[config.mk]
export PLATFORM = sky130hd
export DESIGN_NAME = ifft4_stream_radix4
export DESIGN_NICKNAME = d
export VERILOG_FILES = /design/src/rtl/fft_pkg.sv /design/src/rtl/ifft4_butterfly_core.sv /design/src/rtl/ifft4_stream_radix4.sv
export SDC_FILE = /design/constraint.sdc
export NUM_CORES = 1
export LEC_CHECK = 0
export ABC_AREA = 1
export CAP_MARGIN = 30
export CORE_MARGIN = 2
export CORE_UTILIZATION = 55
export CTS_BUF_LIST = sky130_fd_sc_hd__clkbuf_8 sky130_fd_sc_hd__clkbuf_16
export DETAILED_ROUTE_END_ITERATION = 10
export GPL_ROUTABILITY_DRIVEN = 0
export GPL_TIMING_DRIVEN = 0
export PLACE_DENSITY = 0.71
export REMOVE_ABC_BUFFERS = 1
export SLEW_MARGIN = 20
export SYNTH_ARGS = -nofsm -noshare
export SYNTH_HDL_FRONTEND = slang
export SYNTH_SLANG_ARGS = --single-unit
[constraint.sdc]
create_clock -name sys_clk_i -period 11.9 [get_ports sys_clk_i]
set_input_delay 2.38 -clock sys_clk_i [delete_from_list [all_inputs] [get_ports sys_clk_i]]
set_output_delay 2.38 -clock sys_clk_i [all_outputs]
set_load 0.1 [all_outputs]
[src/rtl/fft_pkg.sv]
// Shared constants and helpers for the 4-point radix-4 FFT/IFFT blocks.
package fft_pkg;

    localparam int FFT4_N     = 4;
    localparam int FFT4_IDX_W = 2;

    // Slot s of an incoming frame carries frequency bin FFT4_SLOT_BIN[s] (bit-reversed order).
    localparam int FFT4_SLOT_BIN [FFT4_N] = '{0, 2, 1, 3};

    // Output width of the 4-point butterfly: two adder stages of growth.
    function automatic int fft4_out_width(input int data_width);
        return data_width + 2;
    endfunction

endpackage

[src/rtl/ifft4_butterfly_core.sv]
// Combinational 4-point inverse radix-4 butterfly. Inputs are frequency bins in
// natural order (X0..X3), outputs are time samples x0..x3, optionally divided by 4.
module ifft4_butterfly_core
    import fft_pkg::*;
#(
    parameter int  DATA_WIDTH = 16,
    parameter bit  SCALE      = 1'b1,
    localparam int OUT_W      = fft4_out_width(DATA_WIDTH)
) (
    input  logic [DATA_WIDTH-1:0] x_re_i [FFT4_N],
    input  logic [DATA_WIDTH-1:0] x_im_i [FFT4_N],
    output logic [OUT_W-1:0]      y_re_o [FFT4_N],
    output logic [OUT_W-1:0]      y_im_o [FFT4_N]
);

    localparam int SUM_W = DATA_WIDTH + 1;

    function automatic logic [SUM_W-1:0] ext1(input logic [DATA_WIDTH-1:0] v);
        return {v[DATA_WIDTH-1], v};
    endfunction

    function automatic logic [OUT_W-1:0] ext2(input logic [SUM_W-1:0] v);
        return {v[SUM_W-1], v};
    endfunction

    // Arithmetic shift by 2 (floor), no rounding; result already sits in OUT_W bits.
    function automatic logic [OUT_W-1:0] apply_scale(input logic [OUT_W-1:0] v);
        if (SCALE) begin
            return {{2{v[OUT_W-1]}}, v[OUT_W-1:2]};
        end
        return v;
    endfunction

    logic [SUM_W-1:0] a_re, a_im, b_re, b_im, c_re, c_im, d_re, d_im;
    logic [OUT_W-1:0] r_re [FFT4_N];
    logic [OUT_W-1:0] r_im [FFT4_N];

    // First stage: even/odd sums and differences, one bit of growth.
    assign a_re = ext1(x_re_i[0]) + ext1(x_re_i[2]);
    assign a_im = ext1(x_im_i[0]) + ext1(x_im_i[2]);
    assign b_re = ext1(x_re_i[1]) + ext1(x_re_i[3]);
    assign b_im = ext1(x_im_i[1]) + ext1(x_im_i[3]);
    assign c_re = ext1(x_re_i[0]) - ext1(x_re_i[2]);
    assign c_im = ext1(x_im_i[0]) - ext1(x_im_i[2]);
    assign d_re = ext1(x_re_i[1]) - ext1(x_re_i[3]);
    assign d_im = ext1(x_im_i[1]) - ext1(x_im_i[3]);

    // Second stage: the inverse twiddle is +j, so x1 = C + jD and x3 = C - jD.
    assign r_re[0] = ext2(a_re) + ext2(b_re);
    assign r_im[0] = ext2(a_im) + ext2(b_im);
    assign r_re[2] = ext2(a_re) - ext2(b_re);
    assign r_im[2] = ext2(a_im) - ext2(b_im);
    assign r_re[1] = ext2(c_re) - ext2(d_im);
    assign r_im[1] = ext2(c_im) + ext2(d_re);
    assign r_re[3] = ext2(c_re) + ext2(d_im);
    assign r_im[3] = ext2(c_im) - ext2(d_re);

    for (genvar n = 0; n < FFT4_N; n++) begin : g_scale
        assign y_re_o[n] = apply_scale(r_re[n]);
        assign y_im_o[n] = apply_scale(r_im[n]);
    end

endmodule

[src/rtl/ifft4_stream_radix4.sv]
// Streaming 4-point inverse DFT: one-frame input buffer, registered butterfly into a
// one-frame output buffer, so a frame can be collected while the previous one drains.
module ifft4_stream_radix4
    import fft_pkg::*;
#(
    parameter int DATA_WIDTH = 16,
    parameter bit SCALE      = 1'b1
) (
    input  logic                    sys_clk_i,
    input  logic                    sys_rst_i,
    input  logic                    s_valid_i,
    output logic                    s_ready_o,
    input  logic                    s_sof_i,
    input  logic [DATA_WIDTH-1:0]   s_real_i,
    input  logic [DATA_WIDTH-1:0]   s_imag_i,
    output logic                    m_valid_o,
    input  logic                    m_ready_i,
    output logic [DATA_WIDTH+1:0]   m_real_o,
    output logic [DATA_WIDTH+1:0]   m_imag_o,
    output logic [FFT4_IDX_W-1:0]   m_idx_o,
    output logic                    m_last_o,
    output logic                    err_o
);

    localparam int                    OUT_W    = fft4_out_width(DATA_WIDTH);
    localparam logic [FFT4_IDX_W-1:0] LAST_IDX = FFT4_IDX_W'(FFT4_N - 1);
    localparam logic [FFT4_IDX_W-1:0] IDX_ONE  = FFT4_IDX_W'(1);

    // Input side state
    logic [FFT4_IDX_W-1:0] cnt_q, cnt_d;
    logic                  in_full_q, in_full_d;
    logic [DATA_WIDTH-1:0] in_re_q [FFT4_N];
    logic [DATA_WIDTH-1:0] in_im_q [FFT4_N];
    logic [DATA_WIDTH-1:0] in_re_d [FFT4_N];
    logic [DATA_WIDTH-1:0] in_im_d [FFT4_N];
    logic                  err_q, err_d;

    // Output side state
    logic                  out_busy_q, out_busy_d;
    logic [FFT4_IDX_W-1:0] out_idx_q, out_idx_d;
    logic [OUT_W-1:0]      out_re_q [FFT4_N];
    logic [OUT_W-1:0]      out_im_q [FFT4_N];
    logic [OUT_W-1:0]      out_re_d [FFT4_N];
    logic [OUT_W-1:0]      out_im_d [FFT4_N];

    // Butterfly interface
    logic [DATA_WIDTH-1:0] bin_re [FFT4_N];
    logic [DATA_WIDTH-1:0] bin_im [FFT4_N];
    logic [OUT_W-1:0]      y_re   [FFT4_N];
    logic [OUT_W-1:0]      y_im   [FFT4_N];

    logic in_fire, out_take, drain_done, xfer;

    assign out_take   = out_busy_q & m_ready_i;
    assign drain_done = out_take & (out_idx_q == LAST_IDX);
    assign xfer       = in_full_q & (~out_busy_q | drain_done);
    assign s_ready_o  = ~in_full_q | xfer;
    assign in_fire    = s_valid_i & s_ready_o;

    assign m_valid_o  = out_busy_q;
    assign m_idx_o    = out_idx_q;
    assign m_last_o   = (out_idx_q == LAST_IDX);
    assign m_real_o   = out_re_q[out_idx_q];
    assign m_imag_o   = out_im_q[out_idx_q];
    assign err_o      = err_q;

    // Undo the bit-reversed arrival order so the core sees bins in natural order.
    always_comb begin
        // NOTE: every variable gets a default first, so no path can infer a latch.
        for (int k = 0; k < FFT4_N; k++) begin
            bin_re[k] = '0;
            bin_im[k] = '0;
        end
        for (int s = 0; s < FFT4_N; s++) begin
            bin_re[FFT4_SLOT_BIN[s]] = in_re_q[s];
            bin_im[FFT4_SLOT_BIN[s]] = in_im_q[s];
        end
    end

    ifft4_butterfly_core #(
        .DATA_WIDTH (DATA_WIDTH),
        .SCALE      (SCALE)
    ) u_core (
        .x_re_i (bin_re),
        .x_im_i (bin_im),
        .y_re_o (y_re),
        .y_im_o (y_im)
    );

    // Input buffer: slot write, resync on a mid-frame sof, frame-complete flag.
    always_comb begin
        cnt_d     = cnt_q;
        in_full_d = in_full_q;
        in_re_d   = in_re_q;
        in_im_d   = in_im_q;
        err_d     = 1'b0;
        if (xfer) begin
            in_full_d = 1'b0;
        end
        if (in_fire) begin
            if (s_sof_i && (cnt_q != '0)) begin
                err_d      = 1'b1;
                in_re_d[0] = s_real_i;
                in_im_d[0] = s_imag_i;
                cnt_d      = IDX_ONE;
            end else begin
                in_re_d[cnt_q] = s_real_i;
                in_im_d[cnt_q] = s_imag_i;
                cnt_d          = cnt_q + IDX_ONE;
                if (cnt_q == LAST_IDX) begin
                    in_full_d = 1'b1;
                end
            end
        end
    end

    // Output buffer: load on xfer (takes priority over the final drain beat), else step the index.
    always_comb begin
        out_busy_d = out_busy_q;
        out_idx_d  = out_idx_q;
        out_re_d   = out_re_q;
        out_im_d   = out_im_q;
        if (xfer) begin
            out_busy_d = 1'b1;
            out_idx_d  = '0;
            out_re_d   = y_re;
            out_im_d   = y_im;
        end else if (out_take) begin
            out_idx_d = out_idx_q + IDX_ONE;
            if (out_idx_q == LAST_IDX) begin
                out_busy_d = 1'b0;
            end
        end
    end

    // State registers; reset drops both buffers at once.
    always_ff @(posedge sys_clk_i or posedge sys_rst_i) begin
        if (sys_rst_i) begin
            cnt_q      <= '0;
            in_full_q  <= 1'b0;
            err_q      <= 1'b0;
            out_busy_q <= 1'b0;
            out_idx_q  <= '0;
            // NOTE: the buffers are reset too, so the data outputs read zero straight out of reset.
            for (int i = 0; i < FFT4_N; i++) begin
                in_re_q[i]  <= '0;
                in_im_q[i]  <= '0;
                out_re_q[i] <= '0;
                out_im_q[i] <= '0;
            end
        end else begin
            // NOTE: non-blocking updates so every register samples pre-edge values.
            cnt_q      <= cnt_d;
            in_full_q  <= in_full_d;
            err_q      <= err_d;
            out_busy_q <= out_busy_d;
            out_idx_q  <= out_idx_d;
            in_re_q    <= in_re_d;
            in_im_q    <= in_im_d;
            out_re_q   <= out_re_d;
            out_im_q   <= out_im_d;
        end
    end

endmodule
; Word level (Yosys, flattened, before mapping)
; Cells that the tools add are included.
[word_totals]
regBits = 263
latch_bits = 0
mem_bits_rw = 0
rom_bits = 0
inputBits = 37
out_inout_bits = 42
wordCells = 86
n_memories = 0
[op_classes]
n_addsub = 18
multipliers = 0
div_mod_pow = 0
order_cmp = 3
n_eq_ne = 2
shift = 0
mux = 24
n_bitwise = 11
reduce_logical = 7
[ops]
columns = cell, count
row1 = 64-bit bitwise mux, 2
row2 = 17-bit by 17-bit adder with 18-bit output, 4
row3 = 18-bit binary-select mux with 2-bit select, 2
row4 = 18-bit two-way mux, 4
row5 = 17-bit by 17-bit subtractor with 18-bit output, 4
row6 = 16-bit by 16-bit adder with 17-bit output, 4
row7 = 16-bit by 16-bit subtractor with 17-bit output, 4
row8 = 16-bit two-way mux, 3
row9 = 16-bit demux with 2-bit select, 1
row10 = 1-bit two-way mux, 9
row11 = "3-bit greater-or-equal comparator, second input constant", 2
row12 = 2-bit two-way mux, 3
row13 = 2-bit NOT with 3-bit output, 2
row14 = 2-bit nonzero test, 3
row15 = "2-bit by 1-bit adder with 2-bit output, second input constant", 2
row16 = 1-bit bitwise AND, 4
row17 = "2-bit == test, second input constant", 2
row18 = 2-bit AND reduction, 2
row19 = "3-bit by 1-bit less-than comparator with 1-bit output, second input constant", 1
row20 = 1-bit NOT, 3
row21 = 1-bit logical AND, 2
row22 = 1-bit OR, 2

; Logic depth before layout (Yosys ltp)
[depth]
depth_word = 8
mapped_depth = 26
ltp_nobuf = 24

; Modules after synthesis
; From an unflattened synthesis, not the netlist that was laid out.
[hier_totals]
cells_unflattened = 4351
area_unflattened_um2 = 27725.3
[by_module_without_submodules]
columns = module, n_inst, cells_each, area_per_inst_um2, seq_area_each_um2
row1 = ifft4_butterfly_core, 1, 2928, 15591.2, 0.0
row2 = ifft4_stream_radix4, 1, 1423, 12134.1, 6981.7

; Least setup slack after synthesis
; No wires, ideal clock.
[synth_timing]
path_kind = register to output
from = reg out_idx_q[0] (netlist: m_idx_o[0])
to = out m_imag_o[16]
arrival_time_ns = 3.671
setup_slack_ns = 5.849
path_stages_with_launch = 6
cell_sequence = dfrtp_1 > buf_2 > clkbuf_1 > nor2_1 > o22ai_1 > buf_4
[synth_via]
elab_chain_cells = 4
[synth_lines]
columns = item, line_no
row1 = start: declaration, ifft4_stream_radix4.sv:40  ; logic [FFT4_IDX_W-1:0] out_idx_q, out_idx_d;
row2 = start signal: assignment, ifft4_stream_radix4.sv:157  ; out_idx_q <= out_idx_d;
row3 = 2-bit NOT with 3-bit output (implied by the code), ifft4_stream_radix4.sv:64  ; assign m_imag_o = out_im_q[out_idx_q];
row4 = 18-bit binary-select mux with 2-bit select, ifft4_stream_radix4.sv:64
row5 = 18-bit two-way mux (implied by the code) (2 in a row), ifft4_stream_radix4.sv:64
row6 = end: declaration, ifft4_stream_radix4.sv:19  ; output logic [DATA_WIDTH+1:0] m_imag_o,
; Every way passes these cells. The select of a mux whose other input is x is not followed.

; Worst setup path in the final report
[layout_timing]
from = in m_ready_i
to = out s_ready_o
[layout_via]
elab_chain_cells = 5
[layout_lines]
columns = item, line_no
row1 = start: declaration, ifft4_stream_radix4.sv:17  ; input logic m_ready_i,
row2 = 1-bit bitwise AND, ifft4_stream_radix4.sv:54  ; assign out_take = out_busy_q & m_ready_i;
row3 = 1-bit bitwise AND, ifft4_stream_radix4.sv:55  ; assign drain_done = out_take & (out_idx_q == LAST_IDX);
row4 = 1-bit OR, ifft4_stream_radix4.sv:56  ; assign xfer = in_full_q & (~out_busy_q | drain_done);
row5 = 1-bit bitwise AND, ifft4_stream_radix4.sv:56
row6 = 1-bit OR, ifft4_stream_radix4.sv:57  ; assign s_ready_o = ~in_full_q | xfer;
row7 = end: declaration, ifft4_stream_radix4.sv:12  ; output logic s_ready_o,
; Every way passes these cells.

==> results.sh <==
export IMPL_outcome="finished clean"
export IMPL_cts_buffers=31
export IMPL_cts_tree="yes"
export IMPL_wl_per_cell_um=16.5
export IMPL_die_h_um=218
export IMPL_r2r_cells=17
export IMPL_clock_path_buffers=3
export IMPL_drv_cap=0
export IMPL_postCtsSetupRepairBufs=0
export IMPL_min_period_over_period=0.569
export IMPL_avgSynthCellArea_sq_um=6.63
export IMPL_antenna_cells=0
export IMPL_hp_start="out_re_q[32]"
export IMPL_cp_start_kind="primary input"
export IMPL_clk_insertion_delay_late_ns=0.59
export IMPL_antenna_found_initial=0
export IMPL_ys_seq_area_frac=0.262
export IMPL_end_kind="output port"
export IMPL_areaGrowthSynthToFinish_pct=8.42
export IMPL_path_cells="clkdlybuf4s50_1 -> nand2_1 -> nand2_1 -> inv_2 -> nand2_2 -> clkdlybuf4s50_1"
export IMPL_setup_viol=0
export IMPL_relSlewSlack=0.337
export IMPL_overflow=0
export IMPL_core_area_sq_um=45300
export IMPL_ctsResizeCount=0
export IMPL_final_common_cell="nand2_1"
export IMPL_vias=24100
export IMPL_path_clk_slew_ns=0.05
export IMPL_timing_rr_end="out_im_q[50]"
export IMPL_dp_cells=4331
export IMPL_synth_main_ff_cell="dfrtp_1"
export IMPL_worstReg2RegStart="bin_im[16]"
export IMPL_crit_arrival_ns=4.39
export IMPL_ys_warn_count=0
export IMPL_rrSetupSlack_ns=7.95
export IMPL_drive_above_1_share=0.0335
export IMPL_wirelength_um=72600
export IMPL_grt_pass1_vias=22000
export IMPL_final_max_slew_viol_count=0
export IMPL_worst_path_max_delay_cell="clkdlybuf4s50_1"
export IMPL_fmax_mhz=148
export IMPL_postLayoutCoreUtil=0.602
export IMPL_fin_worst_skew_ns=0.0205
export IMPL_ys_ff_latch=263
export IMPL_crit_buf_inv=3
export IMPL_timing_hold_violations_final=0
export IMPL_hold_class="register to register"
export IMPL_ys_async_sr_fraction=1.00
export IMPL_synth_edf_count=0
export IMPL_netlist_area_sq_um=25100
export IMPL_cp_data_required_time_ns=9.52
export IMPL_drt_first_pass_iters=6
export IMPL_grt_pass1_wl_um=117000
export IMPL_crit_fanout=3
export IMPL_ant_nets=0
export IMPL_route_detailed_drc=0
export IMPL_die_width_um=218
export IMPL_layout_cells_non_filler=4386
export IMPL_rsz0062_at_grt="no"
export IMPL_hold_buffers=0
export IMPL_post_route_min_period_ns=6.77
export IMPL_viasPerCell=5.50
export IMPL_row_count=78
export IMPL_dp_slack_ns=5.13
export IMPL_start_util=0.555
export IMPL_min_path_cells=2
export IMPL_syn_inst=3793
export IMPL_hold_end="out_re_q[32]"
export IMPL_layout_setup_ws_ns=5.13
export IMPL_drtIter0Drc=2466
export IMPL_worstSetupPathType="primary input to output port"
export IMPL_die_area_sq_um=47400
export IMPL_worst_pin_slew_ns=0.992
export IMPL_ios=79
export IMPL_slowest_delay_ns=1.17
export IMPL_grt_usage=0.307
export IMPL_grt_max_degree=103
export IMPL_root_buffer="clkbuf_16"
export IMPL_clkSinkCount=263
export IMPL_dp_hpwl_um=57600
export IMPL_cts_htree_levels=1
export IMPL_cpLargestDelayFamily="buffers and inverters"
export IMPL_nets=4070
export IMPL_most_common_layout_cells="nand2_1, inv_1, nor2_1"
export IMPL_synth_distinct_cells=48
export IMPL_port_buffers=78
-- kinds of logic after synthesis --
logic type,after synthesis,share of synthesized area
AO/OA/AOI/OAI,710,0.160
flip-flops,263,0.262
XOR/XNOR,149,0.0525
adder cells (fa/ha/maj),269,0.136
buffers and inverters,667,0.107
AND/OR/NAND/NOR,1735,0.282
-- registers in the layout, indices dropped and copies added, names as in the netlist --
name / count
cnt_q: 2
out_im_q: 64
in_full_q: 1
bin_im: 64
bin_re: 64
m_valid_o: 1
err_o: 1
out_re_q: 64
m_idx_o: 2
-- layout make-up --
class / instances / area [sq um]
flip-flops and latches: 263 / 6590
fillers: 4461 / 18000
repair buffers: 88 / 1030
clock inverters: 14 / 133
multi-input cells: 2863 / 15900
inverters: 517 / 1960
well taps: 600 / 751
clock buffers: 41 / 913
-- worst register-to-register path, stage by stage (launching register included) --
cell and delay, ns:
dfrtp_1 0.41, ha_1 0.26, fa_1 0.43, o21ai_2 0.26, a21boi_0 0.19, o21bai_1 0.35, xor2_1 0.48, ha_1 0.44
inv_1 0.17, nor2_1 0.07, inv_1 0.08, nor2_1 0.05, nor2_1 0.19, nor2_1 0.07, nor2_1 0.12, nand3_1 0.09
nand3_1 0.14, nand2_1 0.06
-- per-layer routing --
metal  routed length [um]  vias up  GRT usage  part of all wire
li1                     -    12100          -                 -
met1                35000    11200      0.471              0.48
met2                30400      807      0.459              0.42
met3                 5470       89     0.0324             0.075
met4                 1690        0     0.0741             0.023
met5                    0        -          0                 0
-- Yosys cell counts, drive strengths merged, types with 8 or more instances --
| cell type | instances | area share |
|---|---|---|
| clkbuf | 46 | 0.0075 |
| ha | 261 | 0.13 |
| o21bai | 50 | 0.015 |
| o21ai | 328 | 0.067 |
| nand3b | 12 | 0.0036 |
| dfrtp | 263 | 0.26 |
| xor2 | 140 | 0.049 |
| a21boi | 10 | 0.0030 |
| inv | 515 | 0.077 |
| buf | 104 | 0.023 |
| o21a | 33 | 0.0099 |
| nor2 | 353 | 0.054 |
| nand3 | 265 | 0.053 |
| a21oi | 208 | 0.043 |
| nor3 | 45 | 0.0090 |
| a31oi | 12 | 0.0030 |
| o22ai | 31 | 0.0077 |
| nand4 | 15 | 0.0037 |
| xnor2 | 9 | 0.0031 |
| a21o | 30 | 0.0090 |
| nand2 | 1031 | 0.16 |
| fa | 8 | 0.0064 |
-- how the worst max path moves through the flow --
stage | start | end | slack, ns | cells after the start
5_1_grt | m_ready_i | s_ready_o | 5.07 | 6
6_report | m_ready_i | s_ready_o | 5.13 | 6
3_5_place_dp | m_ready_i | s_ready_o | 5.13 | 6
2_1_floorplan | sys_rst_i | bin_im[0] | 2.28 | 1
4_1_cts | m_ready_i | s_ready_o | 5.13 | 6
3_3_place_gp | sys_rst_i | out_re_q[64] | -1.16 | 2
-- metrics by stage --
step                setup TNS [ns]  hold slack, ns  area (sq um)
floorplan                        0           0.444         24400
finish                           0           0.472         27200
global placement           -290.41           0.457         25900
global route                     0           0.491         27200
CTS                              0           0.477         27200
detailed placement               0           0.461         26200
Power is not shown: default switching activity piles up to over one toggle a cycle in this logic, so the estimate is an artifact.
